File: config.mk
export PLATFORM = sky130hd
export DESIGN_NAME = crossbar_in_flat
export DESIGN_NICKNAME = d
export VERILOG_FILES = /design/src/rtl/crossbar_in_if.sv /design/src/rtl/crossbar_in.sv /design/src/flat_wrapper.sv
export SDC_FILE = /design/constraint.sdc
export NUM_CORES = 1
export LEC_CHECK = 0
export BUFFER_PORTS_ARGS = -buffer_cell sky130_fd_sc_hd__buf_4
export CORE_AREA = 2 2 178 180
export CTS_CLUSTER_DIAMETER = 120
export DETAILED_ROUTE_END_ITERATION = 6
export DIE_AREA = 0 0 180 182
export PLACE_DENSITY_LB_ADDON = 0.05
export SLEW_MARGIN = 5
export SYNTH_ARGS = -nofsm -noshare
export SYNTH_HDL_FRONTEND = slang
export SYNTH_SLANG_ARGS = --single-unit
File: constraint.sdc
create_clock -name i_clk -period 6 [get_ports i_clk]
set_input_delay 1.2 -clock i_clk [delete_from_list [all_inputs] [get_ports i_clk]]
set_output_delay 1.2 -clock i_clk [all_outputs]
set_load 0.01 [all_outputs]
File: src/rtl/crossbar_in_if.sv
// Request/bank bundle for crossbar_in: per-PE request ports, per-bank registered outputs.
// The configuration requester signals exist only when XBAR_CONF_PORT_EN is defined.
interface crossbar_in_if #(
    parameter int NUM_PE     = 4,
    parameter int NUM_BANK   = 4,
    parameter int ADDR_WIDTH = 16,
    parameter int DATA_WIDTH = 32
);
    localparam int BANK_W  = $clog2(NUM_BANK);
    localparam int BADDR_W = ADDR_WIDTH - BANK_W;
    localparam int STRB_W  = DATA_WIDTH / 8;
    localparam int PTR_W   = (NUM_PE > 1) ? $clog2(NUM_PE) : 1;
`ifdef XBAR_CONF_PORT_EN
    localparam int PEID_W  = NUM_PE + 1;
`else
    localparam int PEID_W  = NUM_PE;
`endif

    // Handshake: i_req[p] is the valid, o_gnt[p] the combinational ready. The
    // requester holds i_req[p] and its payload stable until the cycle where
    // i_req[p] & o_gnt[p]; that cycle consumes it. Dropping i_req[p] earlier
    // withdraws the request with no side effects.
    logic [NUM_PE-1:0]                  i_req;
    logic [NUM_PE-1:0]                  i_we;
    logic [NUM_PE-1:0][ADDR_WIDTH-1:0]  i_addr;
    logic [NUM_PE-1:0][DATA_WIDTH-1:0]  i_wdata;
    logic [NUM_PE-1:0][STRB_W-1:0]      i_wstrb;
    logic [NUM_PE-1:0]                  o_gnt;

    logic [NUM_BANK-1:0]                o_bank_en;
    logic [NUM_BANK-1:0]                o_bank_we;
    logic [NUM_BANK-1:0][BADDR_W-1:0]   o_bank_addr;
    logic [NUM_BANK-1:0][DATA_WIDTH-1:0] o_bank_wdata;
    logic [NUM_BANK-1:0][STRB_W-1:0]    o_bank_wstrb;
    logic [NUM_BANK-1:0][PEID_W-1:0]    o_bank_peID;

    // Round-robin pointers, exposed for observation only.
    logic [NUM_BANK-1:0][PTR_W-1:0]     o_dbg_rr_ptr;

`ifdef XBAR_CONF_PORT_EN
    logic                               i_conf_req;
    logic                               i_conf_we;
    logic [ADDR_WIDTH-1:0]              i_conf_addr;
    logic [DATA_WIDTH-1:0]              i_conf_wdata;
    logic [STRB_W-1:0]                  i_conf_wstrb;
    logic                               o_conf_gnt;
`endif

    modport slave (
        input  i_req, i_we, i_addr, i_wdata, i_wstrb,
`ifdef XBAR_CONF_PORT_EN
        input  i_conf_req, i_conf_we, i_conf_addr, i_conf_wdata, i_conf_wstrb,
        output o_conf_gnt,
`endif
        output o_gnt, o_bank_en, o_bank_we, o_bank_addr, o_bank_wdata,
        output o_bank_wstrb, o_bank_peID, o_dbg_rr_ptr
    );

    modport master (
        output i_req, i_we, i_addr, i_wdata, i_wstrb,
`ifdef XBAR_CONF_PORT_EN
        output i_conf_req, i_conf_we, i_conf_addr, i_conf_wdata, i_conf_wstrb,
        input  o_conf_gnt,
`endif
        input  o_gnt, o_bank_en, o_bank_we, o_bank_addr, o_bank_wdata,
        input  o_bank_wstrb, o_bank_peID, o_dbg_rr_ptr
    );
endinterface

File: src/rtl/crossbar_in.sv
// Request-side crossbar: per-bank round-robin arbitration of PE requests onto
// word-interleaved SRAM banks with one register stage. Optional XBAR_CONF_PORT_EN adds a priority config requester.
module crossbar_in #(
    parameter int NUM_PE     = 4,
    parameter int NUM_BANK   = 4,
    parameter int ADDR_WIDTH = 16,
    parameter int DATA_WIDTH = 32
) (
    input  logic          i_clk,
    input  logic          i_rst,
    crossbar_in_if.slave  bus
);
    localparam int BANK_W  = $clog2(NUM_BANK);
    localparam int BADDR_W = ADDR_WIDTH - BANK_W;
    localparam int STRB_W  = DATA_WIDTH / 8;
    localparam int PTR_W   = (NUM_PE > 1) ? $clog2(NUM_PE) : 1;
`ifdef XBAR_CONF_PORT_EN
    localparam int PEID_W  = NUM_PE + 1;
`else
    localparam int PEID_W  = NUM_PE;
`endif

    typedef logic [PTR_W-1:0] ptr_t;

    // PE index at priority position k when the search starts at base.
    function automatic ptr_t pe_at(input ptr_t base, input int k);
        int s;
        s = (int'(base) + k) % NUM_PE;
        return ptr_t'(s);
    endfunction

    logic [NUM_PE-1:0][BANK_W-1:0]        pe_bank;
    logic [NUM_BANK-1:0]                  conf_hit;
    logic [NUM_BANK-1:0]                  win_vld;
    ptr_t [NUM_BANK-1:0]                  win_pe;
    logic [NUM_PE-1:0]                    gnt;

    ptr_t [NUM_BANK-1:0]                  rr_ptr_q, rr_ptr_d;
    logic [NUM_BANK-1:0]                  bank_en_q, bank_en_d;
    logic [NUM_BANK-1:0]                  bank_we_q, bank_we_d;
    logic [NUM_BANK-1:0][BADDR_W-1:0]     bank_addr_q, bank_addr_d;
    logic [NUM_BANK-1:0][DATA_WIDTH-1:0]  bank_wdata_q, bank_wdata_d;
    logic [NUM_BANK-1:0][STRB_W-1:0]      bank_wstrb_q, bank_wstrb_d;
    logic [NUM_BANK-1:0][PEID_W-1:0]      bank_peid_q, bank_peid_d;

    always_comb begin
        pe_bank = '0;
        for (int p = 0; p < NUM_PE; p++) begin
            pe_bank[p] = bus.i_addr[p][BANK_W-1:0];
        end
    end

`ifdef XBAR_CONF_PORT_EN
    always_comb begin
        conf_hit = '0;
        for (int b = 0; b < NUM_BANK; b++) begin
            conf_hit[b] = bus.i_conf_req && (bus.i_conf_addr[BANK_W-1:0] == BANK_W'(b));
        end
    end

    assign bus.o_conf_gnt = bus.i_conf_req & ~i_rst;
`else
    assign conf_hit = '0;
`endif

    // A bank claimed by the config requester takes no PE winner this cycle.
    always_comb begin
        win_vld = '0;
        win_pe  = '0;
        for (int b = 0; b < NUM_BANK; b++) begin
            if (!conf_hit[b]) begin
                for (int k = 0; k < NUM_PE; k++) begin
                    if (!win_vld[b] && bus.i_req[pe_at(rr_ptr_q[b], k)] &&
                        (pe_bank[pe_at(rr_ptr_q[b], k)] == BANK_W'(b))) begin
                        win_vld[b] = 1'b1;
                        win_pe[b]  = pe_at(rr_ptr_q[b], k);
                    end
                end
            end
        end
    end

    always_comb begin
        gnt = '0;
        for (int b = 0; b < NUM_BANK; b++) begin
            if (win_vld[b]) begin
                gnt[win_pe[b]] = 1'b1;
            end
        end
        if (i_rst) begin
            gnt = '0;
        end
    end

    assign bus.o_gnt = gnt;

    always_comb begin
        rr_ptr_d = rr_ptr_q;
        for (int b = 0; b < NUM_BANK; b++) begin
            if (win_vld[b]) begin
                rr_ptr_d[b] = pe_at(win_pe[b], 1);
            end
        end
    end

    // Idle banks drop en/peID but keep their payload registers unchanged.
    always_comb begin
        bank_en_d    = '0;
        bank_peid_d  = '0;
        bank_we_d    = bank_we_q;
        bank_addr_d  = bank_addr_q;
        bank_wdata_d = bank_wdata_q;
        bank_wstrb_d = bank_wstrb_q;
        for (int b = 0; b < NUM_BANK; b++) begin
            if (win_vld[b]) begin
                bank_en_d[b]               = 1'b1;
                bank_we_d[b]               = bus.i_we[win_pe[b]];
                bank_addr_d[b]             = bus.i_addr[win_pe[b]][ADDR_WIDTH-1:BANK_W];
                bank_wdata_d[b]            = bus.i_wdata[win_pe[b]];
                bank_wstrb_d[b]            = bus.i_wstrb[win_pe[b]];
                bank_peid_d[b][win_pe[b]]  = ~bus.i_we[win_pe[b]];
            end
`ifdef XBAR_CONF_PORT_EN
            if (conf_hit[b]) begin
                bank_en_d[b]               = 1'b1;
                bank_we_d[b]               = bus.i_conf_we;
                bank_addr_d[b]             = bus.i_conf_addr[ADDR_WIDTH-1:BANK_W];
                bank_wdata_d[b]            = bus.i_conf_wdata;
                bank_wstrb_d[b]            = bus.i_conf_wstrb;
                bank_peid_d[b][NUM_PE]     = ~bus.i_conf_we;
            end
`endif
        end
    end

    always_ff @(posedge i_clk) begin
        if (i_rst) begin
            rr_ptr_q     <= '0;
            bank_en_q    <= '0;
            bank_we_q    <= '0;
            bank_addr_q  <= '0;
            bank_wdata_q <= '0;
            bank_wstrb_q <= '0;
            bank_peid_q  <= '0;
        end else begin
            rr_ptr_q     <= rr_ptr_d;
            bank_en_q    <= bank_en_d;
            bank_we_q    <= bank_we_d;
            bank_addr_q  <= bank_addr_d;
            bank_wdata_q <= bank_wdata_d;
            bank_wstrb_q <= bank_wstrb_d;
            bank_peid_q  <= bank_peid_d;
        end
    end

    assign bus.o_bank_en    = bank_en_q;
    assign bus.o_bank_we    = bank_we_q;
    assign bus.o_bank_addr  = bank_addr_q;
    assign bus.o_bank_wdata = bank_wdata_q;
    assign bus.o_bank_wstrb = bank_wstrb_q;
    assign bus.o_bank_peID  = bank_peid_q;
    assign bus.o_dbg_rr_ptr = rr_ptr_q;
endmodule

File: src/flat_wrapper.sv
// flat-port wrapper written by rule: the top's interface ports become plain ports
module crossbar_in_flat 
#(
    parameter int NUM_PE     = 4,
    parameter int NUM_BANK   = 4,
    parameter int ADDR_WIDTH = 16,
    parameter int DATA_WIDTH = 32
)
  (i_clk, i_rst, bus_i_req, bus_i_we, bus_i_addr, bus_i_wdata, bus_i_wstrb, bus_o_gnt, bus_o_bank_en, bus_o_bank_we, bus_o_bank_addr, bus_o_bank_wdata, bus_o_bank_wstrb, bus_o_bank_peID, bus_o_dbg_rr_ptr);
  crossbar_in_if #(.NUM_PE(NUM_PE), .NUM_BANK(NUM_BANK), .ADDR_WIDTH(ADDR_WIDTH), .DATA_WIDTH(DATA_WIDTH)) bus_i ();
  input  logic i_clk;
  input  logic i_rst;
  input wire logic [$bits(bus_i.i_req)-1:0] bus_i_req;
  input wire logic [$bits(bus_i.i_we)-1:0] bus_i_we;
  input wire logic [$bits(bus_i.i_addr)-1:0] bus_i_addr;
  input wire logic [$bits(bus_i.i_wdata)-1:0] bus_i_wdata;
  input wire logic [$bits(bus_i.i_wstrb)-1:0] bus_i_wstrb;
  output wire logic [$bits(bus_i.o_gnt)-1:0] bus_o_gnt;
  output wire logic [$bits(bus_i.o_bank_en)-1:0] bus_o_bank_en;
  output wire logic [$bits(bus_i.o_bank_we)-1:0] bus_o_bank_we;
  output wire logic [$bits(bus_i.o_bank_addr)-1:0] bus_o_bank_addr;
  output wire logic [$bits(bus_i.o_bank_wdata)-1:0] bus_o_bank_wdata;
  output wire logic [$bits(bus_i.o_bank_wstrb)-1:0] bus_o_bank_wstrb;
  output wire logic [$bits(bus_i.o_bank_peID)-1:0] bus_o_bank_peID;
  output wire logic [$bits(bus_i.o_dbg_rr_ptr)-1:0] bus_o_dbg_rr_ptr;
  assign bus_i.i_req = bus_i_req;
  assign bus_i.i_we = bus_i_we;
  assign bus_i.i_addr = bus_i_addr;
  assign bus_i.i_wdata = bus_i_wdata;
  assign bus_i.i_wstrb = bus_i_wstrb;
  assign bus_o_gnt = bus_i.o_gnt;
  assign bus_o_bank_en = bus_i.o_bank_en;
  assign bus_o_bank_we = bus_i.o_bank_we;
  assign bus_o_bank_addr = bus_i.o_bank_addr;
  assign bus_o_bank_wdata = bus_i.o_bank_wdata;
  assign bus_o_bank_wstrb = bus_i.o_bank_wstrb;
  assign bus_o_bank_peID = bus_i.o_bank_peID;
  assign bus_o_dbg_rr_ptr = bus_i.o_dbg_rr_ptr;
  crossbar_in #(.NUM_PE(NUM_PE), .NUM_BANK(NUM_BANK), .ADDR_WIDTH(ADDR_WIDTH), .DATA_WIDTH(DATA_WIDTH)) u_core (.i_clk(i_clk), .i_rst(i_rst), .bus(bus_i));
endmodule
==> results of run 1 <==
placed cells by master, fill, tap and decap left out, types with 7 or more instances in the layout:
cell type	instances
nand3_1	8
a21oi_1	11
a2111oi_1	38
clkbuf_16	29
ha_1	8
mux2i_1	354
inv_1	58
o211ai_1	9
o21a_1	7
a2111oi_2	9
buf_4	476
nor2_1	62
clkbuf_8	8
o221ai_1	154
nand3b_1	7
nand2_1	167
a211oi_1	55
a31oi_1	52
clkbuf_1	7
dfxtp_1	232
registers in the layout, summed over array words and instances (netlist names):
signal                   count
u_core.bus.o_bank_wdata    128
u_core.bus.o_bank_we         4
u_core.bus.o_dbg_rr_ptr      8
u_core.bus.o_bank_wstrb     16
u_core.bus.o_bank_en         4
u_core.bus.o_bank_peID      16
u_core.bus.o_bank_addr      56
layout make-up:
class	count	area, um2
fill	2794	13000
antenna	2	5.00
clock buffer	44	862
sequential	232	4640
tap	402	503
inverter	59	221
clock inverter	8	169
multi-input combinational	1022	8050
timing repair buffer	476	3570
metrics by stage:
stage | cells | utilization
after floorplan | 1453 | -
after global placement | 2191 | 0.549
after detailed placement | 2191 | 0.549
after CTS | 2243 | 0.582
after global routing | 2244 | 0.582
final | 2245 | 0.582
where the power goes:
| group | total [W] | internal (W) | switching [W] |
|---|---|---|---|
| clock | 0.00190 | 0.00120 | 0.000704 |
| sequential | 0.00181 | 0.00170 | 0.000111 |
| combinational | 0.00132 | 0.000589 | 0.000731 |
| total | 0.00503 | 0.00349 | 0.00155 |
cells by family after synthesis:
family	count (synthesis)	synth area share
AOI/OAI and AO/OA	359	0.219
xor gates and xnor gates	1	0.000651
adders and majority gates	8	0.00743
buffers and inverters	199	0.0647
DFF	232	0.345
muxes	354	0.263
and+or+nand+nor	300	0.0997
critical path, stage by stage:
cell,delay [ns]
buf_4,0.13
or3b_4,0.42
or3_2,0.45
buf_4,0.36
and3_2,0.53
nand3b_1,0.21
o211ai_1,0.15
buf_4,0.21
path summary, 6_finish.rpt:
path | end | slack (ns)
setup / recovery | bus_o_gnt[3] | 1.12
hold / removal | u_core.bus.o_bank_wdata[123] | 0.46
setup reg to reg | u_core.bus.o_bank_wdata[97] | 2.55
hold reg to reg | u_core.bus.o_bank_wdata[123] | 0.46
per-layer routing:
| layer | GRT usage | vias up | part of all wire |
|---|---|---|---|
| li1 | - | 6296 | - |
| met3 | 0.0892 | 99 | 0.087 |
| met2 | 0.545 | 620 | 0.47 |
| met1 | 0.399 | 6763 | 0.41 |
| met5 | 0 | - | 0 |
| met4 | 0.116 | 0 | 0.033 |
==> summary.md, run 1 <==
| Metric | Value |
|---|---|
| Outcome | completed |
| CTS tree | built |
| VDD IR max | 219 uV |
| Hold Crit Depth | 2 |
| Setup crit start | bus_i_addr[32] |
| Layout cells sized above 1 | 0.303 |
| Vias in the first global route | 13698 |
| Most area-consuming cells after synthesis | dfxtp_1, mux2i_1, o221ai_1 |
| Kind of critical path | in2out |
| Yosys warnings | 0 |
| Sink Count | 232 |
| Standard-cell rows | 65 |
| Total Power | around 0.0050 W |
| Initial antenna violation count | 2 |
| First-pass GRT wire length | 84500 um |
| RSZ-0062 raised after global routing | no |
| Final setup margin | 1.12 ns |
| Leak pwr | 7.70 nW |
| Routed via count | between 10000 and 15000 |
| Place WS | 1.13 ns |
| Total number of H-tree levels | 1 |
| Count leader, synth | mux2i_1 |
| Die area | 32800 um2 |
| Tcrit/Tclk final | 0.813 |
| Setup TNS | 0 ns |
| Clk Latency, worst-skew pair | 0.54 ns |
| Largest net degree at the start of global routing | 68 |
| Ys flop type | dfxtp_1 |
| Net Count, Synth | 1679 |
| Routed Antenna Nets | 0 |
| Setup crit end kind | primary output |
| Syn_area_per_cell | a little over 9 um2 |
| Top cells by count, synth | mux2i_1, dfxtp_1, nand2_1 |
| Startpoint types | input pin |
| WL/cell | 24.7 um |
| Pre-antenna DRT Iters | 5 |
| Initial core utilization | 0.435 |
| Worst hold margin | 0.462 ns |
| MaxCap Viol Count | 0 |
| Dominant cell type by area after synthesis | dfxtp_1 |
| DP Area | around 17000 um2 |
| Layout area overhead | 33.9% |
| Clock tree buffer depth | 3 |
| Setup violations, final | 0 |
| PwrDens | about 280 nW/um2 |
| Number of setup buffers added after CTS | 0 |
| Post-synth top area share | 0.345 |
| Worst slew margin | 0.249 |
| CP Max Fanout | 53 |
| TritonCTS buffer count | 28 |
| EDFF count, synth | 0 |
| Yosys reg bits | approximately 230 |
| # DRC | 0 |
| Vias per Instance | 6.14 |
| Post-DP HPWL | 36700 um |
| GR Overflow Total | 0 |
| Hold Path Class | reg2reg |
| RePlAce Congestion | 0.869 |
| Total track usage | 0.325 |
| Fmax | just over 200 MHz |
| Syn Inst Count | approximately 1500 |
| Yosys cell types | 56 |
| Total routed wirelength | 55400 um |
| Register area share after synthesis | 0.345 |
| Hold Startpoint | u_core.bus.o_bank_wdata[123] |
| R2R depth | 6 |
| WP data arrival | 3.68 ns |
| Req. time, crit path | 4.80 ns |
| Hold bufs inserted after CTS | 0 |
| Num ports | between 400 and 500 |
| Slew Limit Fails | 0 |
| Clock slew at reported path FFs | ~0.06 ns |
| Final #Nets | 2045 |
| 1st-iter DRT viols | 884 |
| Die Width | 180 um |
| R2r startpoint | u_core.bus.o_dbg_rr_ptr[7] |
| Async SR Flop Fraction | 0 |
| Worst slew pin tran | 1.13 ns |
| # resized after CTS | 0 |
| Die height | around 180 um |
| Fin. Hold Viols | 0 |
| Mapped Area | 13500 um2 |
| IO buf count | 453 |
| Clk_skew | ~0.011 ns |
| Core Footprint | 31000 um2 |
| Final Critical Period | about 4.9 ns |
| Root Driver | clkbuf_16 |
| Fin area | about 18000 um2 |
(Power assumes the default switching activity.)
==> run 2, diff against run 1 <==
--- a/config.mk
+++ b/config.mk
@@ -5,11 +5,12 @@
 export SDC_FILE = /design/constraint.sdc
 export NUM_CORES = 1
 export LEC_CHECK = 0
+export ABC_AREA = 1
 export BUFFER_PORTS_ARGS = -buffer_cell sky130_fd_sc_hd__buf_4
-export CORE_AREA = 2 2 178 180
+export CORE_MARGIN = 2
+export CORE_UTILIZATION = 50
 export CTS_CLUSTER_DIAMETER = 120
 export DETAILED_ROUTE_END_ITERATION = 6
-export DIE_AREA = 0 0 180 182
 export PLACE_DENSITY_LB_ADDON = 0.05
 export SLEW_MARGIN = 5
 export SYNTH_ARGS = -nofsm -noshare
==> constraint.sdc (replaced) <==
create_clock -name i_clk -period 4.3 [get_ports i_clk]
set_input_delay 0.86 -clock i_clk [delete_from_list [all_inputs] [get_ports i_clk]]
set_output_delay 0.86 -clock i_clk [all_outputs]
set_load 0.01 [all_outputs]
==> summary.md, run 2 <==
| Metric | Value |
|---|---|
| Outcome | finished with violations |
| Failing checks | design-rule violations |
| Worst slew pin tran | 1.34 ns |
| Initial antenna violation count | 8 |
| M1 WL | between 30000 and 40000 um |
| RSZ-0062 raised after global routing | no |
| Highest metal used | met5 |
| Routed Antenna Nets | 0 |
| Sink Count | 232 |
| RePlAce Congestion | between 0.9 and 1 |
| Vias in the first global route | ~21000 |
| Final #Nets | around 3800 |
| Setup TNS | 0 ns |
| Largest net degree at the start of global routing | roughly 110 |
| Met3 Wirelength | 10100 um |
| Count leader, synth | nand2_1 |
| 1st-iter DRT viols | between 3000 and 4000 |
| IO buf count | 453 |
| Slew Limit Fails | 0 |
| Die area | 37900 um2 |
| Total Power | about 0.022 W |
| Die Width | 195 um |
| EDFF count, synth | 0 |
| Hold Path Class | reg2reg |
| Yosys cell types | 32 |
| Startpoint types | register |
| Mapped Area | 18200 um2 |
| Yosys warnings | 0 |
| Root Driver | clkbuf_16 |
| Clk_skew | roughly 0.019 ns |
| Standard-cell rows | slightly below 70 |
| Vias per Instance | 5.70 |
| # DRC | 2 |
| Clk Latency, worst-skew pair | a little under 0.6 ns |
| Tcrit/Tclk final | 0.944 |
| Req. time, crit path | 3.44 ns |
| Fin. Hold Viols | 0 |
| FF-to-FF setup slack | 0.61 ns |
| Filler cells | 3493 |
| Syn Inst Count | 3341 |
| PwrDens | 963 nW/um2 |
| Top cells by count, synth | nand2_1, nand3_1, inv_1 |
| Total number of H-tree levels | 1 |
| Clock slew at reported path FFs | 0.06 ns |
| Max reg flops | 128 |
| Dominant cell type by area after synthesis | nand2_1 |
| Total routed wirelength | 79800 um |
| VDD IR max | 836 uV |
| Post-DP HPWL | 50000 um |
| Kind of critical path | reg2out |
| Net Count, Synth | 3567 |
| Initial core utilization | 0.509 |
| First-pass GRT wire length | 122000 um |
| Clock tree buffer depth | 3 |
| CP Max Fanout | 10 |
| Layout cells sized above 1 | 0.160 |
| Ys flop type | dfxtp_1 |
| Worst slew margin | 0.105 |
| Metal2 WL | 34700 um |
| Final Critical Period | ~4.1 ns |
| Post-synth top area share | 0.256 |
| Syn_area_per_cell | 5.45 um2 |
| Pre-antenna DRT Iters | 7 |
| Number of setup buffers added after CTS | 0 |
| Num ports | 454 |
| GR Overflow Total | 0 |
| CTS tree | built |
| WL/cell | 19.4 um |
| Core Footprint | 35700 um2 |
| Commonest non-fill, non-tap cell in the layout | nand2_1 |
| Routed via count | roughly 23000 |
| Fmax | approximately 250 MHz |
| Worst hold margin | about 0.45 ns |
| Async SR Flop Fraction | 0 |
| MaxCap Viol Count | 0 |
| Setup violations, final | 0 |
| Most area-consuming cells after synthesis | nand2_1, dfxtp_1, nand3_1 |
| Register area share after synthesis | 0.255 |
| Most frequent cells in the layout | nand2_1, nand3_1, buf_4, inv_1, dfxtp_1 |
| TritonCTS buffer count | 29 |
| Layout area overhead | 23.3% |
| Yosys reg bits | about 230 |
| Hold bufs inserted after CTS | 0 |
| WP data arrival | 3.20 ns |
| Die height | 195 um |
| Setup crit end kind | primary output |
| Leak pwr | ~14 nW |
| Total track usage | 0.403 |
run 2: final cells by class:
cell class | instances | area [um2] | share of cell area
timing repair buffer | 496 | 3740 | 0.167
tap | 461 | 577 | 0.0257
multi-input combinational | 2410 | 10700 | 0.478
sequential | 232 | 4650 | 0.207
clock buffer | 39 | 813 | 0.0363
antenna | 7 | 17.5 | 0.000781
clock inverter | 14 | 208 | 0.00926
inverter | 454 | 1710 | 0.0763
run 2: timing repair:
item,4_1_cts,5_1_grt
resized for setup,0,2
hold endpoints to repair,0,0
endpoints found under the setup margin,0,2
run 2: worst paths after layout:
check,start,end,cells past startpoint
hold reg to reg,u_core.bus.o_bank_wstrb[9],u_core.bus.o_bank_wstrb[9],2
setup / recovery,u_core.bus.o_dbg_rr_ptr[4],bus_o_gnt[2],16
setup reg to reg,u_core.bus.o_dbg_rr_ptr[2],u_core.bus.o_bank_wdata[47],15
hold / removal,u_core.bus.o_bank_wstrb[9],u_core.bus.o_bank_wstrb[9],2
run 2: cells by family after synthesis:
group | share of synthesized area
AOI/OAI and AO/OA | 0.0411
xor gates and xnor gates | 0.000894
adders and majority gates | 0.00550
buffers and inverters | 0.162
DFF | 0.255
muxes | 0.000550
and+or+nand+nor | 0.535
run 2: critical path, cell delays in order (launching register included):
cell and delay, ns:
dfxtp_2 0.47, inv_2 0.12, nand3_1 0.09, nand2_1 0.07
nand2_1 0.08, nor2_1 0.04, a21oi_1 0.34, nand3_2 0.22
nor2_1 0.26, inv_1 0.09, nand2_2 0.10, ha_1 0.17
nand2_1 0.05, o21ai_0 0.08, nand2_1 0.12, o211ai_1 0.15
buf_4 0.17
run 2: report_power, final:
part           switching [W]  total (W)  internal (W)
logic                 0.0106     0.0154       0.00473
clock network        0.00104    0.00267       0.00162
registers           0.000593    0.00357       0.00298
total                 0.0123     0.0216       0.00933
run 2: through the flow:
stage / utilization / setup slack, ns / std cells / instance area (um2)
2_1_floorplan: - / 0.738 / 3341 / 18200
3_3_place_gp: 0.598 / 0.389 / 4053 / 21400
3_5_place_dp: 0.598 / 0.344 / 4053 / 21400
4_1_cts: 0.627 / 0.0951 / 4106 / 22400
5_1_grt: 0.627 / 0.0232 / 4113 / 22400
6_report: 0.627 / 0.240 / 4113 / 22400
run 2: layer usage:
layer  vias up  track usage
li1      10996            -
met1     10537        0.520
met2      1640        0.625
met3       275       0.0887
met4         2        0.225
met5         -            0
